===== src/rtl/sram_arbiter.sv =====
// sram_arbiter: shares one single-ported SRAM between an instruction-fetch
// port and a load/store port. Data has priority; a starvation counter forces
// an instruction grant after STARVE_LIMIT consecutive denied fetch cycles.
// Read data returns exactly one cycle after the grant and is steered to the
// port recorded in a response-owner register.
module sram_arbiter #(
  parameter int STARVE_LIMIT = 4
) (
  input  logic        clk,
  input  logic        reset,
  // instruction fetch port
  input  logic        inst_req,
  input  logic [31:0] inst_addr,
  input  logic        inst_cancel,
  output logic        inst_gnt,
  output logic        inst_rvalid,
  output logic [31:0] inst_rdata,
  // load/store port
  input  logic        data_req,
  input  logic [3:0]  data_wen,
  input  logic [31:0] data_addr,
  input  logic [31:0] data_wdata,
  output logic        data_gnt,
  output logic        data_rvalid,
  output logic [31:0] data_rdata,
  // shared SRAM
  output logic        mem_en,
  output logic [3:0]  mem_wen,
  output logic [31:0] mem_addr,
  output logic [31:0] mem_wdata,
  input  logic [31:0] mem_rdata
);

  // Wide enough to hold STARVE_LIMIT, also for a limit of 0.
  localparam int CW = $clog2(STARVE_LIMIT + 2);

  typedef enum logic [1:0] {
    OWN_NONE,
    OWN_INST,
    OWN_DATA
  } owner_t;

  logic [CW-1:0] starve_cnt;
  owner_t        owner;
  logic          starved;

  assign starved = (starve_cnt == CW'(STARVE_LIMIT));

  // Grant selection and SRAM command mux; everything is forced low in reset.
  always_comb begin
    // NOTE: every output of this block gets a default first, so no path can
    // leave a signal unassigned and infer a latch.
    inst_gnt  = 1'b0;
    data_gnt  = 1'b0;
    mem_en    = 1'b0;
    mem_wen   = 4'b0000;
    mem_addr  = 32'd0;
    mem_wdata = 32'd0;
    if (!reset) begin
      if (inst_req && (!data_req || starved)) begin
        inst_gnt = 1'b1;
        mem_en   = 1'b1;
        mem_addr = inst_addr;
      end else if (data_req) begin
        data_gnt  = 1'b1;
        mem_en    = 1'b1;
        mem_wen   = data_wen;
        mem_addr  = data_addr;
        mem_wdata = data_wdata;
      end
    end
  end

  // Starvation counter and response-owner register.
  always_ff @(posedge clk or posedge reset) begin
    if (reset) begin
      starve_cnt <= '0;
      owner      <= OWN_NONE;
    end else begin
      // NOTE: state registers use non-blocking assignments so every register
      // samples the pre-edge values, independent of statement order.
      if (inst_req && !inst_gnt) begin
        if (!starved) starve_cnt <= starve_cnt + CW'(1);
      end else begin
        starve_cnt <= '0;
      end

      if (inst_gnt)                          owner <= OWN_INST;
      else if (data_gnt && data_wen == 4'b0) owner <= OWN_DATA;
      else                                   owner <= OWN_NONE;
    end
  end

  // Response steering: a cancel only discards the fetch data returning now.
  assign inst_rvalid = (owner == OWN_INST) && !inst_cancel;
  assign data_rvalid = (owner == OWN_DATA);
  assign inst_rdata  = inst_rvalid ? mem_rdata : 32'd0;
  assign data_rdata  = data_rvalid ? mem_rdata : 32'd0;

endmodule


===== config.mk =====
export PLATFORM = sky130hd
export DESIGN_NAME = sram_arbiter
export DESIGN_NICKNAME = d
export VERILOG_FILES = /design/src/rtl/sram_arbiter.sv
export SDC_FILE = /design/constraint.sdc
export NUM_CORES = 1
export LEC_CHECK = 0
export BUFFER_PORTS_ARGS = -buffer_cell sky130_fd_sc_hd__buf_2
export CORE_AREA = 2 2 106 108
export CTS_BUF_LIST = sky130_fd_sc_hd__clkbuf_16
export CTS_CLUSTER_DIAMETER = 100
export CTS_CLUSTER_SIZE = 8
export DETAILED_ROUTE_END_ITERATION = 8
export DIE_AREA = 0 0 108 110
export PLACE_DENSITY_LB_ADDON = 0.3
export SLEW_MARGIN = 0
export SYNTH_ARGS = -nofsm -noshare
export SYNTH_HDL_FRONTEND = slang
export SYNTH_SLANG_ARGS = --single-unit

===== constraint.sdc =====
create_clock -name clk -period 2.1 [get_ports clk]
set_input_delay 0.42 -clock clk [delete_from_list [all_inputs] [get_ports clk]]
set_output_delay 0.42 -clock clk [all_outputs]
set_load 0.05 [all_outputs]

==> out/metrics.cfg, run 1 <==
[route]
drt-initial-drc-count=82
via_per_inst=4.01
wl_mm=8.49
antenna_left=0
wl_per_cell_um=14.1
drc=0
num_vias=2411
first_pass_iters=4

[logic_synthesis]
ys_seq_area_share_pct=9.15
yosysMostFrequentCell=and2_1
synth_edf_count=0
async_flop_share_pct=100
synth_seq_cells=5
synthTopCellsByArea=and2_1 47%, a22o_1 19%, dfrtp_1 9.1%, buf_6 4.9%, clkbuf_1 1.9%
synth_area_leader_cell=and2_1
synthTopCellsByCount=103 x and2_1, 29 x a22o_1, 7 x clkbuf_1, 6 x buf_6, 5 x dfrtp_1
yosysUniqueCellTypes=28
post_synth_instance_area_sq_mm=0.00137
synth_top_cell_area_share_pct=47.1
yosys_warnings=0
synth.net_count=323
synthFlopType=dfrtp_1
netlist_instances=184
synth_area_per_cell_sq_um=7.43

[floorplanning]
chipWidth_um=108
start_util_pct=12.8
die-area_sq_mm=0.0119
core_sq_mm=0.0107
die_h_um=110
fp-row-count=38
pin_count=274

[setup_path]
rr_worst_depth=6
timing.rr.start=starve_cnt[1]$_DFFE_PP0P_
cp_max_fo=6
cp-start-kind=flop
crit_type=flop to output pin
crit_required_ns=1.68
r2r_slack_ns=0.72
crit_arrival_ns=1.79
rr_endpoint=starve_cnt[2]$_DFFE_PP0P_
worstSetupEndpointType=output pin

[timing]
max_freq_mhz=453
slew_headroom_pct=76.3
finalHoldViolations=0
final-setup-viol-count=54
layout_setup_ws_ns=-0.105
report.final.slew_viol_count=0
min_period_ns=2.21
fin_worst_skew_ns=0.00151
finalSetupTns_ns=-3.32
whs_ns=0.206
tightest_slew_ns=0.355
fin_crit_sh_pct=105
grt_setup_unrepaired=true

[power_and_ir_drop]
total_leakage_power_nw=2.16
total_power_mw=1.29
peakVddDrop_uv=159
p_per_area_mw_per_mm2=344

[placement]
port_buffers=273
post-place-ws_ns=-0.000118
gp_congestion=0.841
hpwl_mm=6.51

[grt]
grt_max_degree=34
grt_overflow_total=0
grt.total_usage_pct=11.8
grt_pass1_vias=2185
antenna_found_initial=0
grt_first_pass_wirelength_mm=11.0

[layout]
post_route_cells_drive_above_1_share_pct=76.6
areaGrowthSynthToFinish_pct=174
antenna_cells=0
utilization_pct=35.0
layout.nets=601

[status]
violations=setup timing
status=finished with violations

[clock_network]
cts_made_buffers=3
insertion_delay_ns=0.23
path_clk_slew_ns=0.03
cts.htree.levels=1
root_buffer=clkbuf_16
numClockSinks=5
postCtsHoldBufs=0
cts_tree=done
cts_buffer_depth=2

[worst_hold_path]
hold_class=input port to asynchronous set/reset pin

[job]
maxCapViolCount=0

## through the flow
stage	cells	area [sq um]
after floorplan	184	1420
after global placement	588	2990
after detailed placement	588	2990
after CTS	598	3680
after global routing	601	3750
final	601	3750
## per-layer routing
metal	vias to the layer above	GRT usage, %	part of all wire (%)
li1	1178	-	-
met1	1065	12.3	34
met2	166	24.5	55
met3	2	2.29	11
met4	0	1.92	0.25
met5	-	0	0
## cell usage in the layout (no fill, tap or decap), drive strengths merged
cell type and n:
o21ai 2, a21oi 1, a22o 31, nor2 3, o2bb2ai 1, nand2 2, o221ai 1, nand2b 1
and2 103, mux2 1, nor3b 2, o22ai 1, ha 2, nor3 1, and3 1, nor2b 1
dfrtp 5, a21boi 1, clkbuf 5, inv 5, or4 1, buf 288, nand4 2
## critical path, stage by stage (launching register included)
cell and delay [ns]:
dfrtp_1 0.39, inv_2 0.09, ha_4 0.15, and3_4 0.20
nor2_4 0.04, buf_6 0.14, clkbuf_16 0.16, a22o_4 0.23
buf_12 0.15
## sequential cells by signal, summed over array words and instances (netlist names)
signal / cells
owner: 2
starve_cnt: 3
## cell type report
class	count	area [sq um]
Fill cell	1127	6950
Timing Repair Buffer	290	2110
Sequential cell	5	125
Multi-Input combinational cell	158	1250
Clock inverter	1	3.75
Tap cell	140	175
Clock buffer	3	75.1
Inverter	4	15.0
## how the worst max path moves through the flow
stage	from	to	slack [ns]	cells past startpoint
after floorplan	starve_cnt[0]$_DFFE_PP0P_	mem_addr[0]	0.008	6
after global placement	starve_cnt[1]$_DFFE_PP0P_	mem_wdata[16]	0.03	7
after detailed placement	starve_cnt[1]$_DFFE_PP0P_	mem_wdata[16]	-0.0001	7
after CTS	starve_cnt[1]$_DFFE_PP0P_	mem_addr[20]	-0.09	8
after global routing	starve_cnt[1]$_DFFE_PP0P_	mem_addr[26]	-0.18	7
final	starve_cnt[1]$_DFFE_PP0P_	mem_addr[20]	-0.11	8
## cell families (layout without fill, tap and decap cells)
logic type | after synthesis | after routing | share of synthesized area [%]
compound gates | 38 | 38 | 23.7
fa+ha+maj | 2 | 2 | 1.83
buf+inv | 21 | 298 | 9.42
flops | 5 | 5 | 9.15
mux | 1 | 1 | 0.823
simple gates | 117 | 117 | 55.1
## repair_timing
action	CTS	global route
buffers inserted	3	1
pin swaps	3	7
endpoints found under the setup margin	68	70
cloned	3	2
gates resized for setup	161	8
## where the power goes
group / leakage, nW / internal [mW] / switching, mW
Clock: 0.0423 / 0.247 / 0.0636
Sequential: 0.0675 / 0.102 / 0.00406
Combinational: 2.05 / 0.377 / 0.498
Total: 2.16 / 0.725 / 0.566
Power figures use the tool's default switching activity.
==> run 2: changes to the inputs <==
GPL_TIMING_DRIVEN = 0   (was unset)
==> run 2 against run 1 <==
Against the previous run: sequential power hardly changed; highest routed layer unchanged; final cell count is 2.2% higher; the run still ends with setup timing left; largest cell class unchanged; core utilization is 1.5 points higher.
==> out/metrics.cfg, run 2 (synthesis results as in run 1) <==
[floorplanning]
start_util_pct=12.8  ; unchanged
pin_count=274  ; unchanged
chipWidth_um=108  ; unchanged
core_sq_mm=0.0107  ; unchanged
fp-row-count=38  ; unchanged
die-area_sq_mm=0.0119  ; unchanged
die_h_um=110  ; unchanged

[grt]
grt_overflow_total=0  ; unchanged
grt.total_usage_pct=12.3  ; was 11.8%
antenna_found_initial=0  ; unchanged
grt_max_degree=12  ; was 34
grt_pass1_vias=2301  ; was 2185
grt_first_pass_wirelength_mm=11.4  ; was 11.0 mm

[timing]
final-setup-viol-count=67  ; was 54
slew_headroom_pct=80.8  ; was 76.3%
whs_ns=0.222  ; was 0.206 ns
max_freq_mhz=452  ; was 453 MHz
min_period_ns=2.21  ; about the same
finalHoldViolations=0  ; unchanged
fin_crit_sh_pct=105  ; about the same
fin_worst_skew_ns=0.00315  ; was 0.00151 ns
grt_setup_unrepaired=true  ; unchanged
layout_setup_ws_ns=-0.110  ; was -0.105 ns
finalSetupTns_ns=-4.68  ; was -3.32 ns
report.final.slew_viol_count=0  ; unchanged
tightest_slew_ns=0.288  ; was 0.355 ns

[clock_network]
cts_buffer_depth=2  ; unchanged
root_buffer=clkbuf_16  ; unchanged
cts_made_buffers=3  ; unchanged
path_clk_slew_ns=0.03  ; about the same
cts.htree.levels=1  ; unchanged
cts_tree=done  ; unchanged
insertion_delay_ns=0.23  ; about the same
numClockSinks=5  ; unchanged

[job]
maxCapViolCount=0  ; unchanged

[setup_path]
critical_path.top_delay_family=buffers and inverters  ; unchanged
worstPathCellList=inv_2 -> ha_4 -> and3_4 -> nor2_4 -> buf_6 -> buf_8 -> a22o_2 -> buf_8  ; was inv_2 -> ha_4 -> and3_4 -> nor2_4 -> buf_6 -> clkbuf_16 -> a22o_4 -> buf_12
cp.depth=8  ; unchanged
worstSetupEndpointType=output pin  ; unchanged
crit_path_top_delay_cell=dfrtp_1  ; unchanged
cp_max_fo=10  ; was 6
critPathMaxStageDelay_ns=0.36  ; was 0.39 ns
crit_buf_inv=4  ; unchanged
rr_worst_depth=5  ; was 6
crit_required_ns=1.68  ; about the same
r2r_slack_ns=0.81  ; was 0.72 ns
cp-start-kind=flop  ; unchanged
cp_common_cell=buf_8
crit_type=flop to output pin  ; unchanged
timing.rr.start=starve_cnt[1]$_DFFE_PP0P_  ; unchanged
crit_arrival_ns=1.79  ; about the same
rr_endpoint=starve_cnt[2]$_DFFE_PP0P_  ; unchanged

[layout]
final_common_cell=buf_2  ; unchanged
seq_area_sq_um=125  ; unchanged
final_cell_mix=202 x buf_2, 85 x and2_1, 44 x buf_6  ; was 204 x buf_2, 78 x and2_1, 32 x buf_6
stdcell_area_sq_mm=0.00391  ; was 0.00375 sq mm
nFillCells=1091  ; was 1127
areaGrowthSynthToFinish_pct=186  ; was 174%
largest-register=starve_cnt  ; unchanged
largest_reg_flops=3  ; unchanged
reg_top3=starve_cnt (3), owner (2)  ; unchanged
antenna_cells=0  ; unchanged
layout.nets=614  ; was 601
multi_input_area_sq_mm=0.00126  ; was 0.00125 sq mm
post_route_cells_drive_above_1_share_pct=75.7  ; was 76.6%

[route]
wl_mm=8.43  ; was 8.49 mm
drt-initial-drc-count=79  ; was 82
wl_per_cell_um=13.7  ; was 14.1 um
num_vias=2464  ; was 2411
drc=0  ; unchanged
via_per_inst=4.01  ; about the same
first_pass_iters=4  ; unchanged
antenna_left=0  ; unchanged

[placement]
port_buffers=272  ; was 273
hpwl_mm=7.04  ; was 6.51 mm
gp_congestion=0.883  ; was 0.841
placed_area_sq_mm=0.00295  ; was 0.00299 sq mm

[power_and_ir_drop]
swShare_pct=43.4  ; was 43.8%
p_int_mw=0.741  ; was 0.725 mW
total_leakage_power_nw=2.24  ; was 2.16 nW
p_clk_share_pct=23.7  ; was 24.0%
p_per_area_mw_per_mm2=335  ; was 344 mW/mm^2
comb_power_share_pct=68.2  ; was 67.8%
net-switching-power_mw=0.569  ; was 0.566 mW
peakVddDrop_uv=179  ; was 159 uV
power_frac_seq_pct=8.1  ; was 8.2%

[worst_hold_path]
hold_class=input port to asynchronous set/reset pin  ; unchanged

[status]
status=finished with violations  ; unchanged
violations=setup timing  ; unchanged

[run 2: through the flow]
stage | std cells | power (mW) | util (%) | setup slack [ns]
CTS | 614 | 1.31 | 36.1 | -0.105
detailed placement | 596 | 0.802 | 27.6 | -0.249
floorplan | 184 | 0.557 | - | 0.00834
global placement | 596 | 0.797 | 27.6 | -0.236
finish | 614 | 1.31 | 36.5 | -0.110
global route | 614 | 1.36 | 36.5 | -0.165
[run 2: how the worst max path moves through the flow]
stage                               from      endpoint  slack [ns]
2_1_floorplan  starve_cnt[0]$_DFFE_PP0P_   mem_addr[0]       0.008
3_3_place_gp   starve_cnt[0]$_DFFE_PP0P_  mem_addr[17]       -0.24
3_5_place_dp   starve_cnt[0]$_DFFE_PP0P_  mem_addr[17]       -0.25
4_1_cts        starve_cnt[1]$_DFFE_PP0P_  mem_addr[17]       -0.10
5_1_grt        starve_cnt[1]$_DFFE_PP0P_  mem_addr[10]       -0.17
6_report       starve_cnt[1]$_DFFE_PP0P_  mem_addr[10]       -0.11
[run 2: per-layer routing]
layer,vias to the layer above,track usage [%],wire (um)
li1,1204,-,-
met1,1093,13.1,2890
met2,163,25.8,4710
met3,4,1.59,776
met4,0,2.20,50
met5,-,0,0
[run 2: cell type report]
type,count,area share [%]
Sequential cell,5,3.20
Multi-Input combinational cell,158,32.3
Timing Repair Buffer,286,53.1
Inverter,4,0.384
Buffer,17,4.52
Clock inverter,1,0.0961
Clock buffer,3,1.92
Tap cell,140,4.48
[run 2: power groups by stage]
stage	logic, mW	registers, mW	clock network (mW)
finish	0.894	0.106	0.310
global route	0.938	0.106	0.320
CTS	0.889	0.106	0.312
detailed placement	0.694	0.108	0
global placement	0.690	0.107	0
floorplan	0.451	0.106	0
[run 2: worst reg2reg max path: cells and delay by family (launching register included)]
family | cells | cell delay, ns
flip-flops | 1 | 0.39
multiplexers | 1 | 0.32
buffers and inverters | 2 | 0.21
adder cells (fa/ha/maj) | 1 | 0.16
AO/OA/AOI/OAI | 1 | 0.13
[run 2: what timing repair did]
| action | CTS | global route |
|---|---|---|
| gates resized for setup | 202 | 15 |
| hold buffers | 0 | 0 |
| setup endpoints to repair | 120 | 111 |
| pin swaps | 8 | 1 |
| setup buffers | 12 | 0 |
| gates cloned | 2 | 0 |
